**src/rtl/mole_field_controller.sv**
```systemverilog
// Whack-a-mole field controller: game FSM, tick divider, LFSR mole spawner, hit/miss scoring.
// Optional build macro MISS_PENALTY_EN: a miss costs one point (score saturates at 0).
`timescale 1ns/1ps
module mole_field_controller #(
    parameter int          NUM_MOLES  = 5,
    parameter int          SCORE_W    = 8,
    parameter int          TICK_DIV   = 50000000,
    parameter int          GAME_TICKS = 30,
    parameter int          MOLE_LIFE  = 3,
    parameter logic [15:0] SEED       = 16'hACE1
) (
    input  logic                         clock,
    input  logic                         reset,
    input  logic                         start,
    input  logic                         hit_valid,
    input  logic [$clog2(NUM_MOLES)-1:0] hit_idx,
    output logic [1:0]                   state,
    output logic [NUM_MOLES-1:0]         moles,
    output logic [SCORE_W-1:0]           score,
    output logic [5:0]                   time_left,
    output logic                         mole_hit,
    output logic                         mole_miss
);

    localparam int IDX_W = $clog2(NUM_MOLES);
    localparam int DIV_W = $clog2(TICK_DIV);
    localparam logic [SCORE_W-1:0] SCORE_MAX = {SCORE_W{1'b1}};

    typedef enum logic [1:0] {
        ST_IDLE = 2'd0,
        ST_PLAY = 2'd1,
        ST_OVER = 2'd2
    } state_t;

    // Galois step for x^16+x^14+x^13+x^11+1, shifting right.
    function automatic logic [15:0] lfsr_step(input logic [15:0] cur);
        logic [15:0] nxt;
        nxt = {1'b0, cur[15:1]};
        if (cur[0]) begin
            nxt = nxt ^ 16'hB400;
        end else begin
            nxt = nxt;
        end
        return nxt;
    endfunction

    state_t                        state_r, state_n_s;
    logic [NUM_MOLES-1:0]          moles_r, moles_n_s, play_moles_s;
    logic [NUM_MOLES-1:0][3:0]     life_r, life_n_s, play_life_s;
    logic [SCORE_W-1:0]            score_r, score_n_s;
    logic [5:0]                    time_left_r, time_n_s;
    logic [DIV_W-1:0]              div_r, div_n_s;
    logic [15:0]                   lfsr_r;
    logic                          mole_hit_r, mole_miss_r;

    logic                          tick_s, final_tick_s, idx_ok_s, hit_s, miss_s;
    logic [IDX_W-1:0]              target_s;

    assign tick_s       = (state_r == ST_PLAY) && (div_r == DIV_W'(TICK_DIV - 1));
    assign final_tick_s = tick_s && (time_left_r == 6'd1);
    assign idx_ok_s     = (32'(hit_idx) < 32'(NUM_MOLES));
    assign hit_s        = (state_r == ST_PLAY) && hit_valid && idx_ok_s && moles_r[hit_idx];
    assign miss_s       = (state_r == ST_PLAY) && hit_valid && idx_ok_s && !moles_r[hit_idx];
    assign target_s     = IDX_W'(lfsr_r % 16'(NUM_MOLES));

    // Next game state.
    always_comb begin
        state_n_s = state_r;
        case (state_r)
            ST_IDLE: begin
                if (start) state_n_s = ST_PLAY;
                else       state_n_s = ST_IDLE;
            end
            ST_PLAY: begin
                if (final_tick_s) state_n_s = ST_OVER;
                else              state_n_s = ST_PLAY;
            end
            ST_OVER: begin
                if (start) state_n_s = ST_PLAY;
                else       state_n_s = ST_OVER;
            end
            default: state_n_s = ST_IDLE;
        endcase
    end

    // Per-hole update during play: a hit beats spawn/expiry on its own hole.
    always_comb begin
        play_moles_s = moles_r;
        play_life_s  = life_r;
        for (int i = 0; i < NUM_MOLES; i++) begin
            if (hit_s && (hit_idx == IDX_W'(i))) begin
                play_moles_s[i] = 1'b0;
                play_life_s[i]  = 4'd0;
            end else if (tick_s) begin
                if (!moles_r[i]) begin
                    if (target_s == IDX_W'(i)) begin
                        play_moles_s[i] = 1'b1;
                        play_life_s[i]  = 4'(MOLE_LIFE);
                    end else begin
                        play_moles_s[i] = 1'b0;
                        play_life_s[i]  = 4'd0;
                    end
                end else if (life_r[i] == 4'd1) begin
                    play_moles_s[i] = 1'b0;
                    play_life_s[i]  = 4'd0;
                end else begin
                    play_moles_s[i] = 1'b1;
                    play_life_s[i]  = life_r[i] - 4'd1;
                end
            end else begin
                play_moles_s[i] = moles_r[i];
                play_life_s[i]  = life_r[i];
            end
        end
    end

    // Field, score, timer and divider next values.
    always_comb begin
        moles_n_s = moles_r;
        life_n_s  = life_r;
        score_n_s = score_r;
        time_n_s  = time_left_r;
        div_n_s   = div_r;
        case (state_r)
            ST_PLAY: begin
                if (tick_s) div_n_s = {DIV_W{1'b0}};
                else        div_n_s = div_r + DIV_W'(1);

                if (final_tick_s) begin
                    moles_n_s = {NUM_MOLES{1'b0}};
                    life_n_s  = play_life_s;
                end else begin
                    moles_n_s = play_moles_s;
                    life_n_s  = play_life_s;
                end

                if (hit_s) begin
                    if (score_r == SCORE_MAX) score_n_s = score_r;
                    else                      score_n_s = score_r + SCORE_W'(1);
                end else if (miss_s) begin
`ifdef MISS_PENALTY_EN
                    if (score_r == {SCORE_W{1'b0}}) score_n_s = score_r;
                    else                            score_n_s = score_r - SCORE_W'(1);
`else
                    score_n_s = score_r;
`endif
                end else begin
                    score_n_s = score_r;
                end

                if (tick_s) time_n_s = time_left_r - 6'd1;
                else        time_n_s = time_left_r;
            end
            ST_IDLE, ST_OVER: begin
                moles_n_s = {NUM_MOLES{1'b0}};
                if (start) begin
                    life_n_s  = '0;
                    score_n_s = {SCORE_W{1'b0}};
                    time_n_s  = 6'(GAME_TICKS);
                    div_n_s   = {DIV_W{1'b0}};
                end else begin
                    life_n_s  = life_r;
                    score_n_s = score_r;
                    time_n_s  = time_left_r;
                    div_n_s   = div_r;
                end
            end
            default: begin
                moles_n_s = {NUM_MOLES{1'b0}};
                life_n_s  = '0;
            end
        endcase
    end

    // State register and datapath registers; event pulses are one cycle late by construction.
    always_ff @(posedge clock) begin
        if (reset) begin
            state_r     <= ST_IDLE;
            moles_r     <= {NUM_MOLES{1'b0}};
            life_r      <= '0;
            score_r     <= {SCORE_W{1'b0}};
            time_left_r <= 6'(GAME_TICKS);
            div_r       <= {DIV_W{1'b0}};
            lfsr_r      <= SEED;
            mole_hit_r  <= 1'b0;
            mole_miss_r <= 1'b0;
        end else begin
            state_r     <= state_n_s;
            moles_r     <= moles_n_s;
            life_r      <= life_n_s;
            score_r     <= score_n_s;
            time_left_r <= time_n_s;
            div_r       <= div_n_s;
            lfsr_r      <= lfsr_step(lfsr_r);
            mole_hit_r  <= hit_s;
            mole_miss_r <= miss_s;
        end
    end

    assign state     = state_r;
    assign moles     = moles_r;
    assign score     = score_r;
    assign time_left = time_left_r;
    assign mole_hit  = mole_hit_r;
    assign mole_miss = mole_miss_r;

endmodule

```
**config.mk**
```make
export PLATFORM = sky130hd
export DESIGN_NAME = mole_field_controller
export DESIGN_NICKNAME = d
export VERILOG_FILES = /design/src/rtl/mole_field_controller.sv
export SDC_FILE = /design/constraint.sdc
export NUM_CORES = 1
export LEC_CHECK = 0
export CORE_UTILIZATION = 52
export DETAILED_ROUTE_END_ITERATION = 12
export PLACE_DENSITY = 0.76
export REMOVE_ABC_BUFFERS = 1
export SETUP_SLACK_MARGIN = 0.5
export SLEW_MARGIN = 25
export SYNTH_ARGS = -nofsm -noshare
export SYNTH_HDL_FRONTEND = slang
export SYNTH_SLANG_ARGS = --single-unit
```
**constraint.sdc**
```tcl
create_clock -name clock -period 17.84 [get_ports clock]
set_input_delay 3.568 -clock clock [delete_from_list [all_inputs] [get_ports clock]]
set_output_delay 3.568 -clock clock [all_outputs]
set_load 0.02 [all_outputs]
```
-- After elaboration in Yosys (flattened, before gate mapping)
Cells that the tools add are included.
- $add $sub $neg: 8
- div/mod/pow operators: 1
- $lt $le $gt $ge: 2
- equal/unequal tests: 27
- multiplexer cells: 59
- bitwise operators: 2
- reduce and logical (&&, ||, !) cells: 30
- operators with widths (kind ; count):
    4-bit two-way mux ; 20
    26-bit two-way mux ; 2
    26-bit case mux with 2 select lines ; 1
    20-bit case mux with 2 select lines ; 1
    26-bit by 1-bit adder with 26-bit output, second input constant ; 1
    26-bit equality test, second input constant ; 1
    8-bit two-way mux ; 3
    4-bit by 1-bit equality test with 1-bit output, second input constant ; 5
    20-bit two-way mux ; 1
    4-bit OR reduction ; 5
    4-bit by 1-bit subtractor with 4-bit output, second input constant ; 5
    1-bit two-way mux ; 17
    16-bit by 3-bit modulo with 16-bit output, second input constant ; 1
    16-bit two-way mux ; 1
    8-bit case mux with 2 select lines ; 1
    3-bit by 2-bit != test with 1-bit output, second input constant ; 5
    2-bit two-way mux ; 7
    3-bit by 2-bit equality test with 1-bit output, second input constant ; 4
    6-bit two-way mux ; 2
    6-bit case mux with 2 select lines ; 1
    2-bit AND reduction ; 6
    1-bit logical AND ; 11
    8-bit by 1-bit adder with 8-bit output, second input constant ; 1
    8-bit equality test, second input constant ; 1
    20 further kinds ; 26
- register bits: 85
- output and inout port bits: 23
- word-level logic and storage cells: 146

-- Depth between registers and ports, before layout
Gate-level depths: netlist of run 1.
- depth after elaboration: 7
- gate-level depth with buffers: 31
- gate-level depth less buffers: 26

-- Least setup slack after synthesis of run 1
OpenSTA, ideal clock, no wires.
- path type: input-to-reg
- start: input port hit_idx[1]
- end: register life_r[7] in the netlist's numbering
- setup time: 0.086 ns
- arrival time: 6.085 ns
- slack: 11.669 ns
- stages on the path: 11
- buffers on the path: 2
- cells stage by stage: clkbuf_1 -> mux2i_1 -> o21ai_0 -> o311ai_0 -> or3_1 -> clkbuf_1 -> or4b_2 -> a21oi_1 -> nand2_1 -> xor2_1 -> a211oi_1
- word-level cells in the longest chain between the ends: 6
- RTL lines (element ; line ; text):
    start, declared ; 16 ; input logic [$clog2(NUM_MOLES)-1:0] hit_idx,
    1-bit binary-select mux with 3-bit select or 3-bit < comparator (tied branches) ; 62, 61 ;
    1-bit two-way mux (not written as such) or 1-bit logical AND (tied branches) ; 62 ; assign hit_s = (state_r == ST_PLAY) && hit_valid && idx_ok_s && moles_r[hit_idx];
    1-bit logical AND ; 62 ;
    1-bit logical AND * ; 91 ; if (hit_s && (hit_idx == IDX_W'(i))) begin
    4-bit two-way mux or 3-bit by 2-bit != test with 1-bit output (tied branches) ; - ;
    20-bit case mux with 2 select lines or 2-bit AND reduction (tied branches) ; - ;
    end signal, assigned ; 190 ; life_r <= life_n_s;
    end, declared ; 49 ; logic [NUM_MOLES-1:0][3:0] life_r, life_n_s, play_life_s;
Every way passes the cells marked *; elsewhere a longest branch is shown, timed or not. The select of a mux whose other input is x is not followed.
A chain may end at the register's enable or synchronous reset.

-- Worst setup path after layout of run 1
- start: register lfsr_r[11]
- end: register life_r[12] in the netlist's numbering
- word-level cells in the longest chain between the ends: 7
- RTL lines (element ; line ; text):
    start, declared ; 53 ; logic [15:0] lfsr_r;
    start signal, assigned ; 194 ; lfsr_r <= lfsr_step(lfsr_r);
    16-bit by 3-bit modulo with 16-bit output ; 64 ; assign target_s = IDX_W'(lfsr_r % 16'(NUM_MOLES));
    3-bit by 2-bit equality test with 1-bit output ; 96 ; if (target_s == IDX_W'(i)) begin
    2-bit two-way mux ; 96 ;
    4-bit two-way mux ; 95 ; if (!moles_r[i]) begin
    4-bit two-way mux ; 94 ; end else if (tick_s) begin
    4-bit two-way mux ; 91 ;
    20-bit case mux with 2 select lines ; 124 ; case (state_r)
Every way passes these cells. The select of a mux whose other input is x is not followed.

==> results of run 1 <==
-- area by class of cell --
type,count,area share
inverter,28,0.01552
timing repair buffer,31,0.04434
tap,143,0.02642
sequential,85,0.2512
clock buffer,12,0.03639
clock inverter,2,0.005173
multi-input combinational,665,0.6209
-- synthesized netlist by cell type (8+ instances only) --
| cell type | n | area share |
|---|---|---|
| sky130_fd_sc_hd__or3_1 | 10 | 0.010 |
| sky130_fd_sc_hd__nand3b_1 | 14 | 0.017 |
| sky130_fd_sc_hd__nor2b_1 | 13 | 0.013 |
| sky130_fd_sc_hd__nand4_1 | 12 | 0.012 |
| sky130_fd_sc_hd__buf_6 | 8 | 0.014 |
| sky130_fd_sc_hd__nor4_1 | 9 | 0.0090 |
| sky130_fd_sc_hd__nand2b_1 | 10 | 0.010 |
| sky130_fd_sc_hd__a31oi_1 | 14 | 0.014 |
| sky130_fd_sc_hd__and2_1 | 10 | 0.010 |
| sky130_fd_sc_hd__nand2_1 | 95 | 0.057 |
| sky130_fd_sc_hd__o21ai_0 | 45 | 0.036 |
| sky130_fd_sc_hd__a21oi_1 | 46 | 0.037 |
| sky130_fd_sc_hd__nor3_1 | 20 | 0.016 |
| sky130_fd_sc_hd__xor2_1 | 12 | 0.017 |
| sky130_fd_sc_hd__inv_1 | 27 | 0.016 |
| sky130_fd_sc_hd__and3_1 | 15 | 0.015 |
| sky130_fd_sc_hd__clkbuf_1 | 30 | 0.018 |
| sky130_fd_sc_hd__xnor2_1 | 12 | 0.017 |
| sky130_fd_sc_hd__a211oi_1 | 8 | 0.0096 |
| sky130_fd_sc_hd__nor2_1 | 101 | 0.060 |
| sky130_fd_sc_hd__dfxtp_1 | 85 | 0.27 |
| sky130_fd_sc_hd__nand3_1 | 29 | 0.023 |
| sky130_fd_sc_hd__ha_1 | 18 | 0.036 |
-- layout by cell type, fill, tap and decap left out, drive strengths merged, types with 6 or more instances in the layout --
cell and count:
and3 15, o31ai 7, a22oi 6, a31oi 14
nand2b 11, nand2 95, clkdlybuf4s50 28, a21oi 47
inv 28, o22ai 8, and2 11, a311oi 6
nor2b 13, a211oi 10, nand4 12, nor2 102
or2 9, a221oi 7, or3 10, mux2i 7
nand3 31, nor4 10, nand3b 14, nor3b 6
xnor2 12, o21ai 52, ha 18, a211o 6
dfxtp 85, nor3 21, xor2 12, clkbuf 12
-- sequential cells by signal, summed over array words and instances, names as in the netlist --
name and count:
div_r 26, life_r 20, lfsr_r 16, score 8, time_left 6, moles 5, state 2, mole_hit 1
mole_miss 1
-- per-layer routing --
metal  GRT usage  wire (µm)
met2      0.4658       7914
met4     0.09550        357
met5           0          0
met1      0.3322       7162
met3     0.03811        868
-- worst max-delay path, stage by stage, from the launching register on --
cell and delay [ns]:
sky130_fd_sc_hd__dfxtp_1 0.65, sky130_fd_sc_hd__nor4bb_1 0.37, sky130_fd_sc_hd__a311oi_1 0.12, sky130_fd_sc_hd__a32o_1 0.28
sky130_fd_sc_hd__a21oi_2 0.48, sky130_fd_sc_hd__a21boi_1 0.37, sky130_fd_sc_hd__o32ai_4 0.16, sky130_fd_sc_hd__a21boi_0 0.22
sky130_fd_sc_hd__a32oi_1 0.13, sky130_fd_sc_hd__a22oi_2 0.66, sky130_fd_sc_hd__or2_1 0.26, sky130_fd_sc_hd__a221oi_1 0.10
sky130_fd_sc_hd__nand4b_2 0.30, sky130_fd_sc_hd__inv_2 0.15, sky130_fd_sc_hd__ha_1 0.21, sky130_fd_sc_hd__o21ba_2 0.19
sky130_fd_sc_hd__a22oi_1 0.22, sky130_fd_sc_hd__mux2i_1 0.39, sky130_fd_sc_hd__inv_1 0.13, sky130_fd_sc_hd__ha_1 0.20
sky130_fd_sc_hd__nor2b_1 0.15, sky130_fd_sc_hd__o32ai_1 0.12, sky130_fd_sc_hd__a211oi_2 0.31, sky130_fd_sc_hd__nand3_1 0.15
sky130_fd_sc_hd__a2111oi_0 0.49, sky130_fd_sc_hd__a31oi_1 0.15, sky130_fd_sc_hd__a221oi_1 0.30
-- worst max-delay path by stage --
stage                  to  slack [ns]
2_1_floorplan  life_r[12]       11.76
3_3_place_gp    life_r[6]       10.84
3_5_place_dp   life_r[12]       10.67
4_1_cts        life_r[12]       10.62
5_1_grt        life_r[12]        9.84
6_report       life_r[12]       10.47
-- kinds of logic (layout without fill, tap and decap cells) --
family / Yosys count / after routing / synth area share
DFF: 85 / 85 / 0.2715
adders and majority gates: 18 / 18 / 0.03593
AOI/OAI and AO/OA: 226 / 226 / 0.2653
buffers and inverters: 76 / 73 / 0.05768
and+or+nand+nor: 387 / 387 / 0.3196
muxes: 10 / 10 / 0.01657
xor gates and xnor gates: 24 / 24 / 0.03353
-- report_power, final --
part	total, W	switching [W]	internal (W)
Combinational	0.000238	0.000146	0.0000925
Clock	0.000184	0.0000739	0.000111
Sequential	0.000206	0.0000120	0.000194
Total	0.000628	0.000231	0.000397
-- metrics by stage --
step                      worst slack [ns]  power [W]  hold slack (ns)  instances
after floorplan                      11.76  0.0003906           0.4516        778
after global placement               10.84  0.0004318           0.4704        952
after CTS                            10.62  0.0006248           0.4851        966
final                                10.47  0.0006281           0.4841        966
after global routing                 9.843  0.0006606           0.5258        966
after detailed placement             10.67  0.0004396           0.4753        952
==> summary.md, run 1 <==
| Metric | Value |
|---|---|
| CTS buffer count | 9 |
| Floorplan die area | 12500 µm² |
| Clk_skew | 0.007159 ns |
| Register-to-Register Path Depth | 26 |
| H-Tree Depth | 3 |
| CP Launch Point | lfsr_r[11] |
| TritonCTS clock tree | done |
| Main flop type after synthesis | sky130_fd_sc_hd__dfxtp_1 |
| Starting Density | 0.5420 |
| Critical Path RT | 18.09 ns |
| Clock latency of the later-clocked register in the worst-skew pair | 0.35 ns |
| Run status | finished, final reports clean |
| Number of setup violations in the final report | 0 |
| Setup repair after global routing missed its margin | no |
| Critical Path Sink Type | flip-flop |
| Average cell area after synthesis | 7.589 µm² |
| Async set-or-reset flop fraction in the synthesized netlist | 0 |
| Combined area of the multi-input logic cells | 4205 µm² |
| Fmax | 135.7 MHz |
| Wire length of the first global-routing pass | 27630 µm |
| Maximum root-to-sink buffer count | 2 |
| Routed Antenna Nets | 0 |
| Post-cts repair resize count | 0 |
| Synthesized area | 6269 µm² |
| Ratio of final minimum period to clock period | 0.4131 |
| Overall via count from detail_route | 6295 |
| GRT Residual Overflow | 0 |
| Pwr Density | 92.74 nW/µm² |
| Cells after Synth | 826 |
| Area used by sequential logic in the layout | 1702 µm² |
| DR WL/cell | 16.88 µm |
| Post-CTS setup buffer count | 0 |
| Proportion of synthesized chip area in sequential cells | 0.2715 |
| Number of port buffers | 29 |
| DRC | 0 |
| GPL Wtd Cong | 0.9451 |
| Peak supply drop | 0.00005927 V |
| Clock period minus worst slack | 7.369 ns |
| Hold path startpoint | life_r[15] |
| Synthesis-to-finish area growth | 8.044% |
| Worst Setup Path Type | reg -> reg |
| Placed wire-length estimate | 11250 µm |
| Proportion of layout cells with a drive suffix above 1 | 0.06318 |
| Floorplan die width | 111.8 µm |
| Utilization after layout | 0.5856 |
| Count of pins over their slew limit | 0 |
| Final count of hold timing violations | 0 |
| Static Leakage | 2.369 nW |
| Cell area after placement | 6491 µm² |
| I/O pin count | 30 |
| Number of standard-cell rows in the floorplan | 39 |
| Tot GR Track Use | 0.2663 |
| Buffer cell driving the clock tree root | sky130_fd_sc_hd__clkbuf_16 |
| Clock transition at the register clock pins on the worst setup and hold paths after CTS | 0.06 ns |
| Number of maximum-capacitance violations | 0 |
| Cell variety after synth | 95 |
| Maximum number of pins on one net before global-route repair | 56 |
| DRT Wirelength | 16300 µm |
| Antenna violations before repair | 0 |
| Die height | 111.8 µm |
| Worst setup SP type | flip-flop |
| TritonRoute pass-1 iters | 6 |
| Post-layout nets | 845 |
| EDFF count, synth | 0 |
| CP max FO | 16 |
| Endpoint of the most critical register-to-register path | life_r[12] |
| Worst max-slew margin expressed relative to the limit | 0.3237 |
| Filler cells | 1032 |
| Arrival @ worst endpoint | 7.62 ns |
| Number of violations reported at the end of detailed-routing iteration 0 | 764 |
| Count of synthesis-stage warnings from yosys | 0 |
| Vias in the first global route | 5847 |
| Core outline area | 11560 µm² |
| Post-detailed-route via-to-cell ratio | 6.517 |
| Worst Tran Pin Value | 1.000 ns |
| Reg-to-reg slack, setup | 10.47 ns |
| Worst hold endpoint | life_r[15] |
| Sink Count | 85 |
| Summed area of non-filler cells in the final layout | 6773 µm² |
| Total inserted antenna cells | 0 |
| Worst Hold Class | reg -> reg |
| Number of cells traversed by the worst hold path | 2 |
| Sum of negative setup slack | 0 ns |
| Hold buffer count at cts | 0 |
| Number of flip-flops and latches in the synthesized netlist | 85 |
| Origin of the critical flop-to-flop path | lfsr_r[11] |
Power figures use the tool's default switching activity.
==> inputs of run 2 (changes only) <==
- PLACE_DENSITY: 0.76 -> 0.79
- clock period: 17.84 -> 6.1 ns (I/O delays scaled with it)
==> run 2 against run 1 <==
Cell count grew 7.3%. Wire length grew 8.3%. Combinational power grew to 4.6 times the previous value. Worst setup slack lost 10 ns. Hold slack gained 0.0051 ns. Die area is the same. Non-clock buffer count grew 68.
==> summary.md, run 2 (synthesis results as in run 1) <==
| Metric | Value |
|---|---|
| H-Tree Depth | 3 |
| Clock transition at the register clock pins on the worst setup and hold paths after CTS | 0.07 ns |
| Sink Count | 85 |
| GRT Residual Overflow | 0 |
| Number of violations reported at the end of detailed-routing iteration 0 | 718 |
| Sum of negative setup slack | 0 ns |
| Combined buffer and inverter count along the critical path | 7 |
| Commonest cells after routing, fill and taps aside | 99 x sky130_fd_sc_hd__nor2_1, 93 x sky130_fd_sc_hd__nand2_1, 79 x sky130_fd_sc_hd__dfxtp_1, 62 x sky130_fd_sc_hd__buf_4, 44 x sky130_fd_sc_hd__o21ai_0 |
| Clk_skew | 0.009215 ns |
| Antenna violations before repair | 0 |
| Floorplan die width | 111.8 µm |
| Worst setup SP type | flip-flop |
| DRC | 0 |
| Critical Path RT | 6.36 ns |
| Post-layout nets | 914 |
| Static Leakage | 2.839 nW |
| Worst hold slack | 0.4892 ns |
| Number of maximum-capacitance violations | 0 |
| Largest registers | div_r (26), life_r (20), lfsr_r (16) |
| Count of pins over their slew limit | 0 |
| I/O pin count | 30 |
| Wire length of the first global-routing pass | 28460 µm |
| CTS buffer count | 9 |
| Die height | 111.8 µm |
| Filler cells | 868 |
| Arrival @ worst endpoint | 6.23 ns |
| Worst Hold Class | reg -> reg |
| Hold buffer count at cts | 0 |
| Combined area of the multi-input logic cells | 4679 µm² |
| Area used by sequential logic in the layout | 1719 µm² |
| Cell repeated most along the worst path | sky130_fd_sc_hd__buf_4 |
| Number of standard-cell rows in the floorplan | 39 |
| Worst max-slew margin expressed relative to the limit | 0.3486 |
| CP max FO | 6 |
| Worst Tran Pin Value | 0.9735 ns |
| Setup repair after global routing missed its margin | yes |
| Slowest cell delay on critical path | 0.54 ns |
| Flip-flop count of the largest register, all copies and words added | 26 |
| Final count of hold timing violations | 0 |
| Placed wire-length estimate | 11080 µm |
| Peak supply drop | 0.0001790 V |
| Maximum root-to-sink buffer count | 2 |
| Summed area of non-filler cells in the final layout | 7807 µm² |
| Starting Density | 0.5420 |
| Core outline area | 11560 µm² |
| Dominant delay contributor by cell family on the critical path | compound AO/OA/AOI/OAI gates |
| Utilization after layout | 0.6751 |
| Total inserted antenna cells | 0 |
| Run status | finished, final reports clean |
| Overall via count from detail_route | 6565 |
| DR WL/cell | 17.03 µm |
| Leading cell type in the layout, fill and taps excluded | sky130_fd_sc_hd__nor2_1 |
| Vias in the first global route | 5973 |
| Pwr Density | 282.5 nW/µm² |
| Number of setup violations in the final report | 0 |
| Floorplan die area | 12500 µm² |
| Critical Path Sink Type | flip-flop |
| Proportion of layout cells with a drive suffix above 1 | 0.2148 |
| Ratio of final minimum period to clock period | 0.9791 |
| Worst Setup Path Type | reg -> reg |
| Post-Place Worst Slack | -0.1187 ns |
| Setup ws final | 0.1276 ns |
| Cell area after placement | 6792 µm² |
| Fmax | 167.4 MHz |
| Synthesis-to-finish area growth | 24.55% |
| GPL Wtd Cong | 0.9667 |
| Routed Antenna Nets | 0 |
| Register with the highest flop count | div_r |
| Clock period minus worst slack | 5.972 ns |
| DRT Wirelength | 17660 µm |
| TritonRoute pass-1 iters | 5 |
| Maximum number of pins on one net before global-route repair | 34 |
| Master of the slowest instance on the critical path | sky130_fd_sc_hd__or4_4 |
| Buffer cell driving the clock tree root | sky130_fd_sc_hd__clkbuf_16 |
| Clock latency of the later-clocked register in the worst-skew pair | 0.35 ns |
| Post-detailed-route via-to-cell ratio | 6.331 |
| TritonCTS clock tree | done |
| Number of port buffers | 29 |
| Tot GR Track Use | 0.2738 |
run 2: path summary, 6_finish.rpt:
kind	cells past startpoint	end	from	slack, ns
worst max-delay path	31	life_r[1]	lfsr_r[13]	0.13
worst min-delay path	2	life_r[19]	life_r[19]	0.49
worst max register to register	31	life_r[1]	lfsr_r[13]	0.13
worst min register to register	2	life_r[19]	life_r[19]	0.49
run 2: layout make-up:
class | count | share of cell area
Sequential cell | 85 | 0.2202
Inverter | 28 | 0.01346
Multi-Input combinational cell | 666 | 0.5994
Timing Repair Buffer | 99 | 0.1077
Tap cell | 143 | 0.02292
Clock inverter | 7 | 0.007532
Clock buffer | 9 | 0.02885
run 2: what timing repair did:
action | 4_1_cts | 5_1_grt
buffers inserted | 16 | 12
gates resized for setup | 70 | 36
gates cloned | 0 | 1
pin swaps | 36 | 23
setup endpoints to repair | 15 | 15
run 2: tightest hold or removal path, cell delays in order (launching register included):
cell	delay, ns
sky130_fd_sc_hd__dfxtp_1	0.32
sky130_fd_sc_hd__o21ai_0	0.07
sky130_fd_sc_hd__a21oi_1	0.06
run 2: stage by stage:
step           power [W]  cells
5_1_grt         0.002306   1037
3_5_place_dp    0.001372    992
6_report        0.002206   1037
4_1_cts         0.002073   1024
3_3_place_gp    0.001363    992
2_1_floorplan   0.001142    778
run 2: layer usage:
layer	global-route usage	share of wire	wire length, µm	vias to the layer above
li1	-	-	-	3170
met1	0.3510	0.45	7914	3147
met2	0.4692	0.48	8493	205
met3	0.03157	0.044	771	43
met4	0.1063	0.027	481	0
met5	0	0	0	-
run 2: power breakdown:
group	internal [W]	switching [W]
clock	0.000282	0.000243
sequential	0.000566	0.0000293
combinational	0.000496	0.000589
